--- src/rtl/regfile_write_arbiter.sv ---
// Register-file write-port arbiter.
// Clears x1..x31 after reset, then grants one of two writeback requesters
// per cycle. Requester B has priority unless A has waited long enough.
// Accepted writes appear on a single registered write port one cycle later.
module regfile_write_arbiter #(
  parameter int unsigned STARVE_LIMIT   = 4,
  parameter bit          CLEAR_ON_RESET = 1'b1
) (
  input  logic        clk,
  input  logic        rst,
  input  logic        a_valid,
  input  logic [4:0]  a_rd,
  input  logic [31:0] a_data,
  output logic        a_ready,
  input  logic        b_valid,
  input  logic [4:0]  b_rd,
  input  logic [31:0] b_data,
  output logic        b_ready,
  output logic        we,
  output logic [4:0]  rd,
  output logic [31:0] wd,
  output logic        init_done
);

  typedef enum logic {
    ST_CLEAR = 1'b0,
    ST_RUN   = 1'b1
  } state_t;

  localparam state_t     LP_RST_STATE = CLEAR_ON_RESET ? ST_CLEAR : ST_RUN;
  localparam logic [3:0] LP_LIMIT     = 4'(STARVE_LIMIT);
  localparam logic [4:0] LP_LAST_REG  = 5'd31;

  state_t      r_state;
  state_t      w_state_nxt;
  logic [4:0]  r_clr_cnt;
  logic [3:0]  r_wait_cnt;
  logic        r_we;
  logic [4:0]  r_rd;
  logic [31:0] r_wd;
  logic        r_init_done;

  logic        w_a_ready;
  logic        w_b_ready;
  logic        w_a_starved;
  logic        w_xfer;
  logic [4:0]  w_sel_rd;
  logic [31:0] w_sel_data;

  // State register; reset picks CLEAR or RUN depending on CLEAR_ON_RESET.
  always_ff @(posedge clk) begin
    if (rst) begin
      r_state <= LP_RST_STATE;
    end else begin
      r_state <= w_state_nxt;
    end
  end

  // Next-state logic, grant decision and selection of the winning write.
  always_comb begin
    w_state_nxt = r_state;
    w_a_ready   = 1'b0;
    w_b_ready   = 1'b0;
    w_a_starved = (r_wait_cnt >= LP_LIMIT);
    w_xfer      = 1'b0;
    w_sel_rd    = '0;
    w_sel_data  = '0;
    case (r_state)
      ST_CLEAR: begin
        if (r_clr_cnt == LP_LAST_REG) begin
          w_state_nxt = ST_RUN;
        end
      end
      ST_RUN: begin
        if (!rst) begin
          w_a_ready = a_valid && (!b_valid || w_a_starved);
          w_b_ready = b_valid && !w_a_ready;
        end
      end
      default: w_state_nxt = LP_RST_STATE;
    endcase
    w_xfer = w_a_ready || w_b_ready;
    if (w_a_ready) begin
      w_sel_rd   = a_rd;
      w_sel_data = a_data;
    end else if (w_b_ready) begin
      w_sel_rd   = b_rd;
      w_sel_data = b_data;
    end
  end

  // Clear counter walks x1..x31 and stops at 31 rather than wrapping.
  always_ff @(posedge clk) begin
    if (rst) begin
      r_clr_cnt <= 5'd1;
    end else if (r_state == ST_CLEAR && r_clr_cnt != LP_LAST_REG) begin
      r_clr_cnt <= r_clr_cnt + 5'd1;
    end
  end

  // Starvation counter: counts RUN cycles where A waits, saturating at 15.
  always_ff @(posedge clk) begin
    if (rst) begin
      r_wait_cnt <= '0;
    end else if (!a_valid || w_a_ready) begin
      r_wait_cnt <= '0;
    end else if (r_state == ST_RUN && r_wait_cnt != 4'hF) begin
      r_wait_cnt <= r_wait_cnt + 4'd1;
    end
  end

  // Registered write port: clear writes, granted writes, or an idle cycle.
  always_ff @(posedge clk) begin
    if (rst) begin
      r_we <= 1'b0;
      r_rd <= '0;
      r_wd <= '0;
    end else if (r_state == ST_CLEAR) begin
      r_we <= 1'b1;
      r_rd <= r_clr_cnt;
      r_wd <= '0;
    end else if (w_xfer) begin
      // x0 is hardwired: the transfer is accepted but never written.
      r_we <= (w_sel_rd != 5'd0);
      r_rd <= w_sel_rd;
      r_wd <= w_sel_data;
    end else begin
      r_we <= 1'b0;
    end
  end

  // init_done mirrors the RUN state one register stage deep.
  always_ff @(posedge clk) begin
    if (rst) begin
      r_init_done <= (LP_RST_STATE == ST_RUN);
    end else begin
      r_init_done <= (w_state_nxt == ST_RUN);
    end
  end

  assign a_ready   = w_a_ready;
  assign b_ready   = w_b_ready;
  assign we        = r_we;
  assign rd        = r_rd;
  assign wd        = r_wd;
  assign init_done = r_init_done;

endmodule

--- config.mk ---
export PLATFORM = sky130hd
export DESIGN_NAME = regfile_write_arbiter
export DESIGN_NICKNAME = d
export VERILOG_FILES = /design/src/rtl/regfile_write_arbiter.sv
export SDC_FILE = /design/constraint.sdc
export NUM_CORES = 1
export LEC_CHECK = 0
export BUFFER_PORTS_ARGS = -buffer_cell sky130_fd_sc_hd__buf_2
export CAP_MARGIN = 20
export CELL_PAD_IN_SITES_DETAIL_PLACEMENT = 0
export CELL_PAD_IN_SITES_GLOBAL_PLACEMENT = 1
export CORE_AREA = 3 3 93 95
export DETAILED_ROUTE_END_ITERATION = 10
export DIE_AREA = 0 0 96 98
export GPL_ROUTABILITY_DRIVEN = 0
export PLACE_DENSITY = 0.79
export SKIP_CTS_REPAIR_TIMING = 1
export SLEW_MARGIN = 10
export SYNTH_ARGS = -nofsm -noshare
export SYNTH_HDL_FRONTEND = slang
export SYNTH_SLANG_ARGS = --single-unit
--- constraint.sdc ---
create_clock -name clk -period 1.6 [get_ports clk]
set_clock_uncertainty 0.15 [all_clocks]
set_input_delay 0.08 -clock clk [delete_from_list [all_inputs] [get_ports clk]]
set_output_delay 0.08 -clock clk [all_outputs]
set_load 0.1 [all_outputs]
# After elaboration in Yosys (flattened, before gate mapping)
# Index checks and enable logic that the tools add are counted.
# classes
order_cmp	1
addsub	2
bitwise	1
muxes	14
n_reduce_logical	13
n_eq_ne	4
# ops
cell	n
32-bit two-way mux	2
5-bit two-way mux	4
1-bit two-way mux	8
5-bit by 1-bit adder with 5-bit output, second input constant	1
5-bit equality test, second input constant	1
5-bit inequality test, second input constant	1
5-bit nonzero test	1
4-bit by 1-bit adder with 4-bit output, second input constant	1
4-bit by 3-bit >= comparator with 1-bit output, second input constant	1
1-bit logical AND	4
4-bit inequality test, second input constant	1
2-bit OR reduction	2
1-bit zero test	3
1-bit logical OR	3
2-bit by 1-bit inequality test with 1-bit output, second input constant	1
1-bit inverter	1
# word_totals
inputBits	78
elab_cells	41
reg_bits	48
out_inout_bits	41

# Logic depth before layout (Yosys ltp)
# Gate-level depths: netlist of run 1.
# depth
ltp_word	12
depth_mapped	7

# Worst setup path before layout of run 1
# OpenSTA, ideal clock, no wires.
# synth_timing
path_type	register to register
from	reg init_done (netlist name)
to	reg r_rd[1], in the netlist rd[1]
arrival_time_ps	2929
setup_time_ps	93
synth_period_minus_slack_ps	3172
stages_incl_launch_ff	7
n_path_buf	2
path_slack_ps	-1572
cell_sequence	dfxtp_1 -> buf_2 -> nand2b_1 -> clkbuf_1 -> nor3b_4 -> a221oi_1 -> o32ai_1
# synth_rtl
item	line_no	text
to (signal assigned)	120	r_rd <= r_clr_cnt;
to (signal assigned)	125	r_rd <= w_sel_rd;
to (decl)	39	logic [4:0] r_rd;

# Final worst setup path of run 1
# layout_timing
from	reg r_wait_cnt[3]
to	out a_ready
# layout_via
elab_chain_cells	5
# layout_rtl
item	line_no	text
from (decl)	37	logic [3:0] r_wait_cnt;
from (signal assigned)	108	r_wait_cnt <= r_wait_cnt + 4'd1;
4-bit by 3-bit >= comparator with 1-bit output	64	w_a_starved = (r_wait_cnt >= LP_LIMIT);
1-bit logical OR	76	w_a_ready = a_valid && (!b_valid || w_a_starved);
1-bit logical AND	76	
1-bit two-way mux	75	if (!rst) begin
1-bit two-way mux	68	case (r_state)
to (decl)	14	output logic a_ready,
# No other way between the ends.

==> flow_results.org, run 1 <==
** Power
- VDD sags by at most 0.000387 V.
- The internal portion of the total power is 2.05 mW.
- Switching share of power :: 0.253
- Of the total power, the clock network draws 0.370.
- Dividing total power by cell area gives a power density of just over 700 nW/µm².
- In this run the static leakage power is approximately 1.8 nW.
- Gate power share :: 0.184
- Power after layout :: 2.75 mW
- Net switching power :: 0.695 mW
- Of the total power, registers draw 0.446.

** Placement
- Placement Setup Slack :: -68.7 ps
- After legalization and detailed placement, the total HPWL measured 4480 µm.
- Post-place instance area :: 2980 µm²
- The number of placed instances, taps included, is 446.
- Number of port buffers :: 118

** Routing
- The final route contains about 2,400 vias.
- The first TritonRoute pass finished after 4 iterations.
- Summed over all layers, the routed wires come to 7280 µm.
- After detailed routing, the average wire length per cell comes to 14.0 µm.
- In the routed layout, each cell is associated on average with a via count of 4.63.
- After detailed routing, the number of remaining DRC violations is 0.
- Iter 0 DRT Violations :: 82
- The detail route stage leaves a number of antenna-violating nets equal to 0.

** Critical path
- Of all nets on the critical path, the largest fanout is 5.
- Data arrives at the worst endpoint at about 1500 ps.
- Slowest cell on the critical path :: or3b_4
- Traced cell by cell, the critical path runs through or3b_4 -> nor3b_4 -> buf_4 -> buf_12.
- On the worst path, the slowest cell contributes a delay of 400 ps.
- Critical path endpoint category :: output port
- Worst setup startpoint :: r_wait_cnt[3]
- The critical path contains buffers and inverters numbering 2 combined.
- Reg2Reg Capture Point :: wd[1]
- Grouping stages by cell kind, the critical path spends the most delay in simple AND/OR/NAND/NOR gates.
- Source of the worst register-to-register timing path :: r_wait_cnt[3]
- The worst setup path is launched from a flop.
- R2R depth :: 5
- The critical path is of the flop to output port type.
- For the worst setup path, the data required time is 1370 ps.
- Setup slack on the worst flop-to-flop path :: -60 ps

** Synthesis
- Of the total synthesized cell area, the portion taken by full adders, half adders and majority gates is 0.0173.
- Counting flops with a built-in enable in the synthesized netlist gives 0.
- Of the total synthesized cell area, the portion taken by AND, OR, NAND and NOR gates is 0.153.
- Synthesis produced a netlist whose cell count is roughly 230.
- After synthesis, the largest family of logic cells by area is compound AO/OA/AOI/OAI gates.
- Counting flops and latches in the post-synthesis netlist gives 48.
- Counting every net in the synthesized netlist gives 309.
- Summing every instance area after synthesis gives about 2200 µm².
- After synthesis, the share of cell area in mux cells is 0.148.
- In this run, distinct cell masters in the synthesized netlist total 33.
- The compound-gate portion of the synthesized area is 0.180.
- Leading register cell type out of synthesis :: dfxtp_1
- Of the synthesized area, sequential elements account for 0.443.
- A synthesized cell averages between 9 and 10 µm².
- Async S/R FF share, synth :: 0
- Of the total synthesized cell area, the portion taken by XOR and XNOR cells is 0.0161.
- The Yosys step of the flow raised 0 warnings.

** STA
- The final max-slew violation count was 0.
- Final critical-path required period :: ~1700 ps
- Across all hold checks on the routed design, the worst slack comes to -28.8 ps.
- Upper clock frequency limit :: 572 MHz
- RSZ-0062 raised after global routing :: yes
- Worst Max-Slew Pin Slew :: 518 ps
- Final Cycle Share :: 1.09
- Across all setup checks in the final design, the least slack found is -149 ps.
- Setup violations remaining at the end of the flow were counted as 25.
- Fin. Hold Viols :: 11
- Relative slew margins :: 0.655

** Finish
- Number of inserted filler cells in the final layout :: slightly above 700
- Leading cell type in the layout, fill and taps excluded :: buf_2
- Commonest cells after routing, fill and taps aside :: buf_2, dlygate4sd3_1, dfxtp_1
- Once layout is complete, the cells apart from fillers number 521.
- Antenna diodes :: 0
- Core occupancy in the finished layout :: 0.495
- Compared with the post-synthesis result, the final layout area differs by 78.0%.
- Share of layout cells above drive strength 1 :: 0.399
- For this run, the post-layout net count is 499.
- After routing the design area is just under 4000 µm².

** Global route
- In the global route stage, met3 resource usage came out at 0.0370.
- Vias in the first global route :: 2,084
- Global-route congestion overflow total :: 0
- The first global-routing pass estimated 9520 µm of wire.
- Gr usage total :: 0.125
- In the global route stage, met2 resource usage came out at 0.210.
- Maximum number of pins on one net before global-route repair :: 35
- In this run the most used layer during global routing was met2.
- Met1 demand-to-capacity share in global routing :: 0.155
- The initial antenna violation count came to 0.

** Floorplanning
- Number of rows created at floorplan :: 32
- The region available for standard cell placement spans roughly 7800 µm².
- The initial utilization of the core area, before any placement, comes to 0.278.
- Die footprint :: 9410 µm²
- I/O pin count :: 119
- In this run the vertical extent of the chip is 98 µm.
- Die width :: roughly 96 µm

** Run status
- The flow ran to the end, but the final reports show violations.
- The checks that failed: negative hold slack, negative setup slack.

** Clocking
- Number of buffers on the longest clock path :: 2
- Clock-pin slew was measured on the worst setup and hold paths at approximately 100 ps.
- Source-to-sink clock delay at the later pin of the worst-skew pair :: about 300 ps
- TritonCTS built the clock tree.
- In this run the number of H-tree levels came out at 2.
- The root buffer cell chosen for the clock tree is clkbuf_8.
- Total CTS buffers :: 5
- The clock net in this run drives a total of 48 sinks.

** Hold path
- Min-delay worst type :: input port to flop
- The worst hold path terminates at wd[26].
- Along the worst hold path, the cell count comes to 3.
- Min-delay src :: b_data[26]

** Run
- Number of max-capacitance violations reported :: 0
[cell usage after synthesis, drive strengths merged (2+ instances only)]
cell / count / area [µm²]
dfxtp: 48 / 961
nor2: 40 / 150
a211oi: 32 / 240
mux2i: 32 / 320
buf: 9 / 55.1
clkbuf: 9 / 33.8
a21oi: 8 / 43.8
nand2b: 7 / 43.8
nand3: 7 / 35.0
nand2: 6 / 25.0
a221o: 4 / 40.0
ha: 3 / 37.5
o21ai: 3 / 15.0
xor2: 3 / 26.3
a41oi: 2 / 17.5
[state kept, by name, summed over array words and instances (netlist names)]
name	count
r_clr_cnt	5
init_done	1
wd	32
rd	5
we	1
r_wait_cnt	4
[worst reg2reg max path, cell delays in order (launching register included)]
cell and delay, ps:
dfxtp_2 330, or3b_4 400, nand2_2 180, buf_12 180, nor2_1 50, a211oi_1 260
[cell type report]
cell class	instances	area [µm²]	area share
flip-flops and latches	48	970	0.251
clock buffers	6	93.8	0.0243
clock inverters	2	38.8	0.0100
inverters	1	3.75	0.000972
multi-input cells	161	1180	0.305
well taps	102	128	0.0330
repair buffers	201	1450	0.375
[power groups by stage]
stage | Clock, mW | Combinational (mW) | Sequential [mW]
floorplan | 0 | 0.148 | 1.31
global placement | 0 | 0.364 | 1.25
detailed placement | 0 | 0.366 | 1.25
CTS | 1.07 | 0.368 | 1.22
global route | 1.10 | 0.548 | 1.23
finish | 1.02 | 0.505 | 1.22
[per-stage QoR]
| stage | TNS, ps | hold slack [ps] |
|---|---|---|
| floorplan | -9230 | 68.0 |
| global placement | -39.3 | 179 |
| detailed placement | -252 | 176 |
| CTS | -1110 | -153 |
| global route | -3310 | -0.303 |
| finish | -801 | -28.8 |
[worst max-delay path by stage]
stage | endpoint | slack, ps | cells past startpoint
detailed placement | r_clr_cnt[4] | -70 | 8
global placement | r_clr_cnt[4] | -40 | 8
finish | a_ready | -150 | 4
global route | a_ready | -190 | 4
CTS | b_ready | -240 | 5
floorplan | we | -930 | 6
[metal layers]
metal  share of wire  up-vias  wire length [µm]
met5               0        -                 0
met4           0.021        0               154
li1                -     1213                 -
met3           0.055       14               400
met1            0.41     1099              3020
met2            0.51       86              3700
[cell families after synthesis]
kind of cell               Yosys count
adders and majority gates            3
AOI/OAI and AO/OA                   53
buffers and inverters               19
xor gates and xnor gates             4
DFF                                 48
and+or+nand+nor                     69
muxes                               32
Power figures use the tool's default switching activity.
==> run 2: changes to the inputs <==
==> constraint.sdc (replaced) <==
create_clock -name clk -period 1.6 [get_ports clk]
set_clock_uncertainty 0.15 [all_clocks]
set_input_delay 0 -clock clk [delete_from_list [all_inputs] [get_ports clk]]
set_output_delay 0 -clock clk [all_outputs]
set_load 0.1 [all_outputs]
==> flow_results.org, run 2 (synthesis gave the netlist of run 1 again) <==
** STA
- In the finished design, the share of the clock period the worst path needs comes to 1.04.
- Fin. Hold Viols :: 0
- Post-route setup slack :: -61.5 ps
- Worst Max-Slew Pin Slew :: 536 ps
- Setup violations remaining at the end of the flow were counted as 9.
- Relative slew margins :: 0.643
- Final critical-path required period :: roughly 1700 ps
- Slew Limit Fails :: 0
- For the final routed database, the setup TNS stands at -190 ps.
- Upper clock frequency limit :: between 600 and 700 MHz
- Setup repair after global routing could not meet its margin everywhere.

** Routing
- In this run the remaining antenna-violating nets after routing total 0.
- Iter 0 DRT Violations :: 81
- Count of unresolved DRC violations after routing :: 0
- Routed vias/inst :: between 4 and 5
- Total wire length after detailed routing :: 7320 µm
- Number of search-and-repair iterations in the first detailed-routing pass :: 4
- In the final routed layout, each cell accounts on average for ~14 µm.
- The routed layout has 2,459 vias.

** Global route
- Maximum number of pins on one net before global-route repair :: 35
- Vias in the first global route :: 2,082
- Global-route congestion overflow total :: 0
- Global-route wire length before repair :: between 9000 and 10,000 µm
- For this run, the total global-route usage over all layers was measured as 0.124.
- Number of antenna violations at the first check in global routing :: 0

** Critical path
- Critical-path cell list :: or3b_4 -> nor3b_4 -> buf_4 -> buf_12
- STA puts the critical path data required time at about 1500 ps.
- Worst Path Max Fanout :: 5
- Buffers & Inverters on Critical Path :: 2
- Critical path endpoint category :: output port
- Slowest cell on the critical path :: or3b_4
- Kind of cell adding the most delay to the critical path :: simple AND/OR/NAND/NOR gates
- Setup crit start kind :: flop
- Slowest cell delay on critical path :: 410 ps
- At the worst endpoint, the arrival time is 1510 ps.
- The critical path is of the flop to output port type.

** Placement
- Number of port buffers :: 118
- The wire-length estimate of the detail-placed layout is 4480 µm.

** Clocking
- The clock passes through at most 2 buffers.
- Total CTS buffers :: 5
- At the later pin of the worst-skew pair, clock insertion delay measures approximately 290 ps.
- After clock tree synthesis, the clock-pin slew on the worst setup and hold paths is 90 ps.
- TritonCTS clock tree :: yes
- Number of sinks on the clock net :: 48
- Maximum level of the CTS H-tree :: 2
- The root buffer cell chosen for the clock tree is clkbuf_8.

** Finish
- Largest register FFs :: 32
- Commonest cells after routing, fill and taps aside :: buf_2, dlygate4sd3_1, dfxtp_1
- Antenna diodes :: 0
- In the final layout, the share of cells above drive strength 1 is 0.367.
- Once layout is complete, the utilization of the core stands at 0.499.
- Leaving out fill and tap cells, the most frequent cell in the layout is buf_2.
- The final layout contains 511 nets.
- The area growth from synthesis to layout is 79.4%.

** Power
- The share of total power dissipated in sequential elements is 0.501.
- Internal power comes to 1.80 mW.
- Max IR drop VDD :: 0.000343 V
- Of the total power, the clock network draws 0.285.
- Switching share of power :: 0.262
- Gate power share :: 0.214
- Leakage power total :: 1.82 nW
- Dividing total power by cell area gives a power density of around 630 nW/µm².
- Net switching power :: 0.639 mW

** Floorplanning
- Number of rows created at floorplan :: 32
- Initial standard-cell utilization of the core :: 0.278
- The die covers 9410 µm².
- Placeable core area :: slightly below 8000 µm²
- 119 I/O pins were placed.
- Vertical extent of the die :: 98 µm
- Die width :: between 90 and 100 µm

** Run status
- The flow ran to the end, but the final reports show violations.
- The final reports fail on negative setup slack.

** Run
- Max-cap violations in this run came to 0.

** Hold path
- Min-delay worst type :: input port to flop
run 2: cell types whose count changed in the layout (fill, tap and decap cells not counted), sizes merged:
| cell | previous run | this run |
|---|---|---|
| clkbuf | 8 | 6 |
| inv | 2 | 1 |
| clkinv | 0 | 1 |
| bufinv | 1 | 0 |
| dlygate4sd3 | 63 | 77 |
run 2: final timing paths:
kind                 start            end  slack, ps  cells past startpoint
max          r_wait_cnt[2]        a_ready        -60                      4
min                b_valid         wd[22]        110                      4
max reg2reg  r_wait_cnt[2]          rd[4]        -30                      4
min reg2reg  r_wait_cnt[1]  r_wait_cnt[1]        350                      2
run 2: worst min-delay path: stages:
cell,delay (ps)
buf_2,120
buf_4,160
mux2i_1,150
a211oi_1,80
run 2: final cells by class:
cell class / count / area, µm²
fillers: 695 / 3920
repair buffers: 213 / 1550
multi-input cells: 161 / 1160
flip-flops and latches: 48 / 967
well taps: 102 / 128
clock buffers: 6 / 72.6
clock inverters: 1 / 5.00
inverters: 1 / 3.75
run 2: power by group through the flow:
| stage | clock, mW | sequential (mW) | combinational [mW] |
|---|---|---|---|
| detailed placement | 0 | 1.25 | 0.365 |
| CTS | 0.725 | 1.22 | 0.367 |
| global route | 0.763 | 1.22 | 0.566 |
| floorplan | 0 | 1.31 | 0.148 |
| finish | 0.694 | 1.22 | 0.522 |
| global placement | 0 | 1.25 | 0.363 |
run 2: per-stage QoR:
stage               hold WS [ps]  cells  worst slack [ps]  area [µm²]  power [mW]
finish                       108    532             -61.5        3890        2.44
global route                 127    532              -111        3890        2.55
CTS                         -222    454              -137        3070        2.31
detailed placement          92.9    447             -47.7        2990        1.61
global placement            96.6    447             -36.2        2990        1.61
floorplan                  -12.0    228              -929        2200        1.46
run 2: layer usage:
layer	wire length, µm	GRT usage
met5	0	0
met3	383	0.0362
met2	3840	0.205
met1	2970	0.156
met4	127	0.0295
==> run 3: changes to the inputs <==
- ABC_AREA: default -> 1
- CAP_MARGIN: 20 -> 15
- CORE_AREA: 3 3 93 95 -> 3 3 97 99
- DIE_AREA: 0 0 96 98 -> 0 0 100 102
- PLACE_DENSITY: 0.79 -> 0.81
==> flow_results.org, run 3 <==
** Run status
- The flow ran to the end, but the final reports show violations.
- Violated checks :: negative hold slack

** Clocking
- Clock root cell :: clkbuf_8
- The longest clock path from root to sink contains 2 buffers.
- Clock tree synthesis found a total of 48 sinks.
- The clock tree synthesis step divided the H-tree into 2 levels.
- TritonCTS clock tree :: yes
- After clock tree synthesis, the clock-pin slew on the worst setup and hold paths is 100 ps.
- Source-to-sink clock delay at the later pin of the worst-skew pair :: 300 ps
- Counting the buffers created by CTS gives 5.

** STA
- Final Cycle Share :: 0.969
- RSZ-0062 raised after global routing :: yes
- In this run the tightest slew margin relative to its limit is 0.667.
- Across all hold checks on the routed design, the worst slack comes to -26.4 ps.
- For the pin with the worst max-slew slack, the measured transition is roughly 500 ps.
- Slew Limit Fails :: 0
- The routed design could run at a clock period as short as around 1500 ps.
- Based on the critical path, the design can be clocked at up to between 600 and 700 MHz.
- Fin. Hold Viols :: 5
- Final count of negative-setup-slack endpoints :: 0

** Finish
- In the layout the commonest cells are nand2_1, buf_2, dlygate4sd3_1.
- Leaving out fill and tap cells, the most frequent cell in the layout is nand2_1.
- At the end of the flow the core is filled with cells to 0.481.
- In the final design database the tool counted 625 nets.
- Antenna diodes :: 0
- Synthesis-to-layout area growth :: 71.7%
- Share of layout cells above drive strength 1 :: 0.325
- The register with the most flip-flops in the layout has 32 of them.
- The layout has just over 800 filler cells.

** Hold path
- Number of instances on the worst hold path :: 5
- Min-delay src :: b_rd[4]
- Hold worst-path end :: rd[4]
- The min-delay analysis places its worst path in the category input port to flop.

** Power
- Max IR drop VDD :: 0.000321 V
- Ratio of total power to cell area :: 608 nW/µm²
- The analysis attributes to cell leakage a power of 2.25 nW.

** Synthesis
- Dividing the synthesized area by the synthesized cell count gives 7.01 µm².
- Share of the synthesized area in the top cell type :: 0.397
- By count the netlist is led by nand2_1, dfxtp_1, inv_1, nand3_1, a21oi_1.
- The number of nets handed over by synthesis was 426.
- Count leader, synth :: nand2_1
- Async S/R FF share, synth :: 0
- Number of synthesized flops with an enable pin :: 0
- Of the synthesized area, sequential elements account for 0.397.
- Summing every instance area after synthesis gives roughly 2400 µm².
- Among all flip-flop cells after synthesis, the most frequent one is dfxtp_1.
- Number of instances in the synthesized netlist :: 345
- Most area-hungry cell type in the Yosys netlist :: dfxtp_1
- During synthesis, Yosys emitted a total of 0 warnings.
- Library cells used by synthesis :: 27
- Number of storage elements in the synthesis netlist :: 48
- Leading post-synthesis cells by cell area :: dfxtp_1, nand2_1, nand3_1, inv_1, a21oi_1

** Routing
- Count of unresolved DRC violations after routing :: 0
- Iter 0 DRT Violations :: 63
- Average routed wire per standard cell :: 12.2 µm
- Overall via count from detail_route :: 2,802
- Total wire length after detailed routing :: 7990 µm
- Number of search-and-repair iterations in the first detailed-routing pass :: 4
- After detailed routing, the number of vias per cell comes to about 4.3.
- Once detail routing completed, the nets flagged for antenna violations numbered 0.

** Critical path
- Data on the critical path is required at its endpoint by 1450 ps.
- Slowest cell delay on critical path :: 400 ps
- Critical path endpoint category :: output port
- Counting cells, the worst reg-to-reg path comes to 10.
- Worst Path Max Fanout :: 33
- Reg2Reg Capture Point :: wd[28]
- The setup path with the least slack is of type flop to output port.
- Slowest cell on the critical path :: dfxtp_4
- Critical-path cell list :: nand2_8 -> nor2_8 -> nand2_4 -> clkinv_8 -> buf_12
- For the worst setup path, the data arrival time is between 1000 and 1500 ps.
- The startpoint identified for the worst register-to-register timing path is r_wait_cnt[2].
- In this run the register-to-register setup slack is 90 ps.
- The worst setup path is launched from a flop.

** Floorplanning
- Die width :: 100 µm
- The die covers 10,200 µm².
- Measured along the y axis, the die boundary spans 102 µm.
- Placeable core area :: between 8000 and 9000 µm²
- The initial utilization of the core area, before any placement, comes to 0.280.
- Pin placement for this block handled about 120 I/O pins.
- Number of rows created at floorplan :: 34

** Global route
- The initial antenna violation count came to 0.
- Global routing finished with a remaining overflow of 0.
- The number of global-route vias before repair was 2,277.
- Global-route wire length before repair :: approximately 10,000 µm
- For this run, the total global-route usage over all layers was measured as 0.127.
- Maximum number of pins on one net before global-route repair :: 34

** Placement
- The wire-length estimate of the detail-placed layout is 5010 µm.
- During placement, the flow inserted port buffers numbering 118.

** Run
- Number of max-capacitance violations reported :: 0
## run 3: cell types whose count changed in the layout (fill, tap and decap cells not counted), sizes merged, moves of 4 or more
| cell | previous run | this run |
|---|---|---|
| a21oi | 8 | 16 |
| nand3 | 7 | 44 |
| dlygate4sd3 | 77 | 68 |
| mux2i | 32 | 0 |
| nor2 | 40 | 16 |
| nand4 | 1 | 7 |
| inv | 1 | 42 |
| nand2 | 6 | 145 |
| nand2b | 7 | 0 |
| a211oi | 32 | 0 |
| a221o | 4 | 0 |
## run 3: logic make-up after synthesis
kind of cell | share of synthesized area
and+or+nand+nor | 0.412
buffers and inverters | 0.124
xor gates and xnor gates | 0.00362
AOI/OAI and AO/OA | 0.0476
adders and majority gates | 0.0155
DFF | 0.397
## run 3: layout make-up
type | count | area [µm²] | share of cell area
Timing Repair Buffer | 207 | 1550 | 0.373
Inverter | 44 | 186 | 0.0449
Clock buffer | 5 | 68.8 | 0.0166
Clock inverter | 3 | 42.5 | 0.0102
Sequential cell | 48 | 972 | 0.234
Tap cell | 108 | 135 | 0.0325
Multi-Input combinational cell | 238 | 1200 | 0.289
## run 3: stage by stage
stage               TNS [ps]  instances  power, mW  setup slack (ps)  instance area, µm²
floorplan              -1750        345       1.39              -119                2460
global placement           0        568       1.51              45.6                3180
detailed placement         0        568       1.51              29.3                3180
CTS                     -274        576       2.40              -156                3290
global route           -61.3        653       2.63             -28.3                4150
finish                     0        653       2.52              50.3                4150
## run 3: power breakdown
part / total, mW / switching (mW) / internal (mW)
sequential: 1.23 / 0.0146 / 1.21
combinational: 0.413 / 0.180 / 0.233
clock: 0.884 / 0.421 / 0.463
total: 2.52 / 0.616 / 1.91
## run 3: critical path: cells and delay by family, from the launching register on
kind / cells / cell delay (ps)
buffers and inverters: 2 / 330
flip-flops: 1 / 400
AND/OR/NAND/NOR: 3 / 350
## run 3: worst max path at each step
stage / startpoint / to / slack (ps) / depth (start not counted)
2_1_floorplan: init_done / wd[14] / -120 / 10
3_3_place_gp: r_clr_cnt[1] / r_clr_cnt[4] / 50 / 9
3_5_place_dp: r_clr_cnt[1] / r_clr_cnt[4] / 30 / 9
4_1_cts: r_wait_cnt[2] / b_ready / -160 / 6
5_1_grt: init_done / b_ready / -30 / 5
6_report: init_done / b_ready / 50 / 5
## run 3: layer usage
layer	track usage	vias to the layer above	wire, µm
li1	-	1465	-
met1	0.155	1244	3340
met2	0.225	84	4150
met3	0.0266	9	361
met4	0.0415	0	137
met5	0	-	0
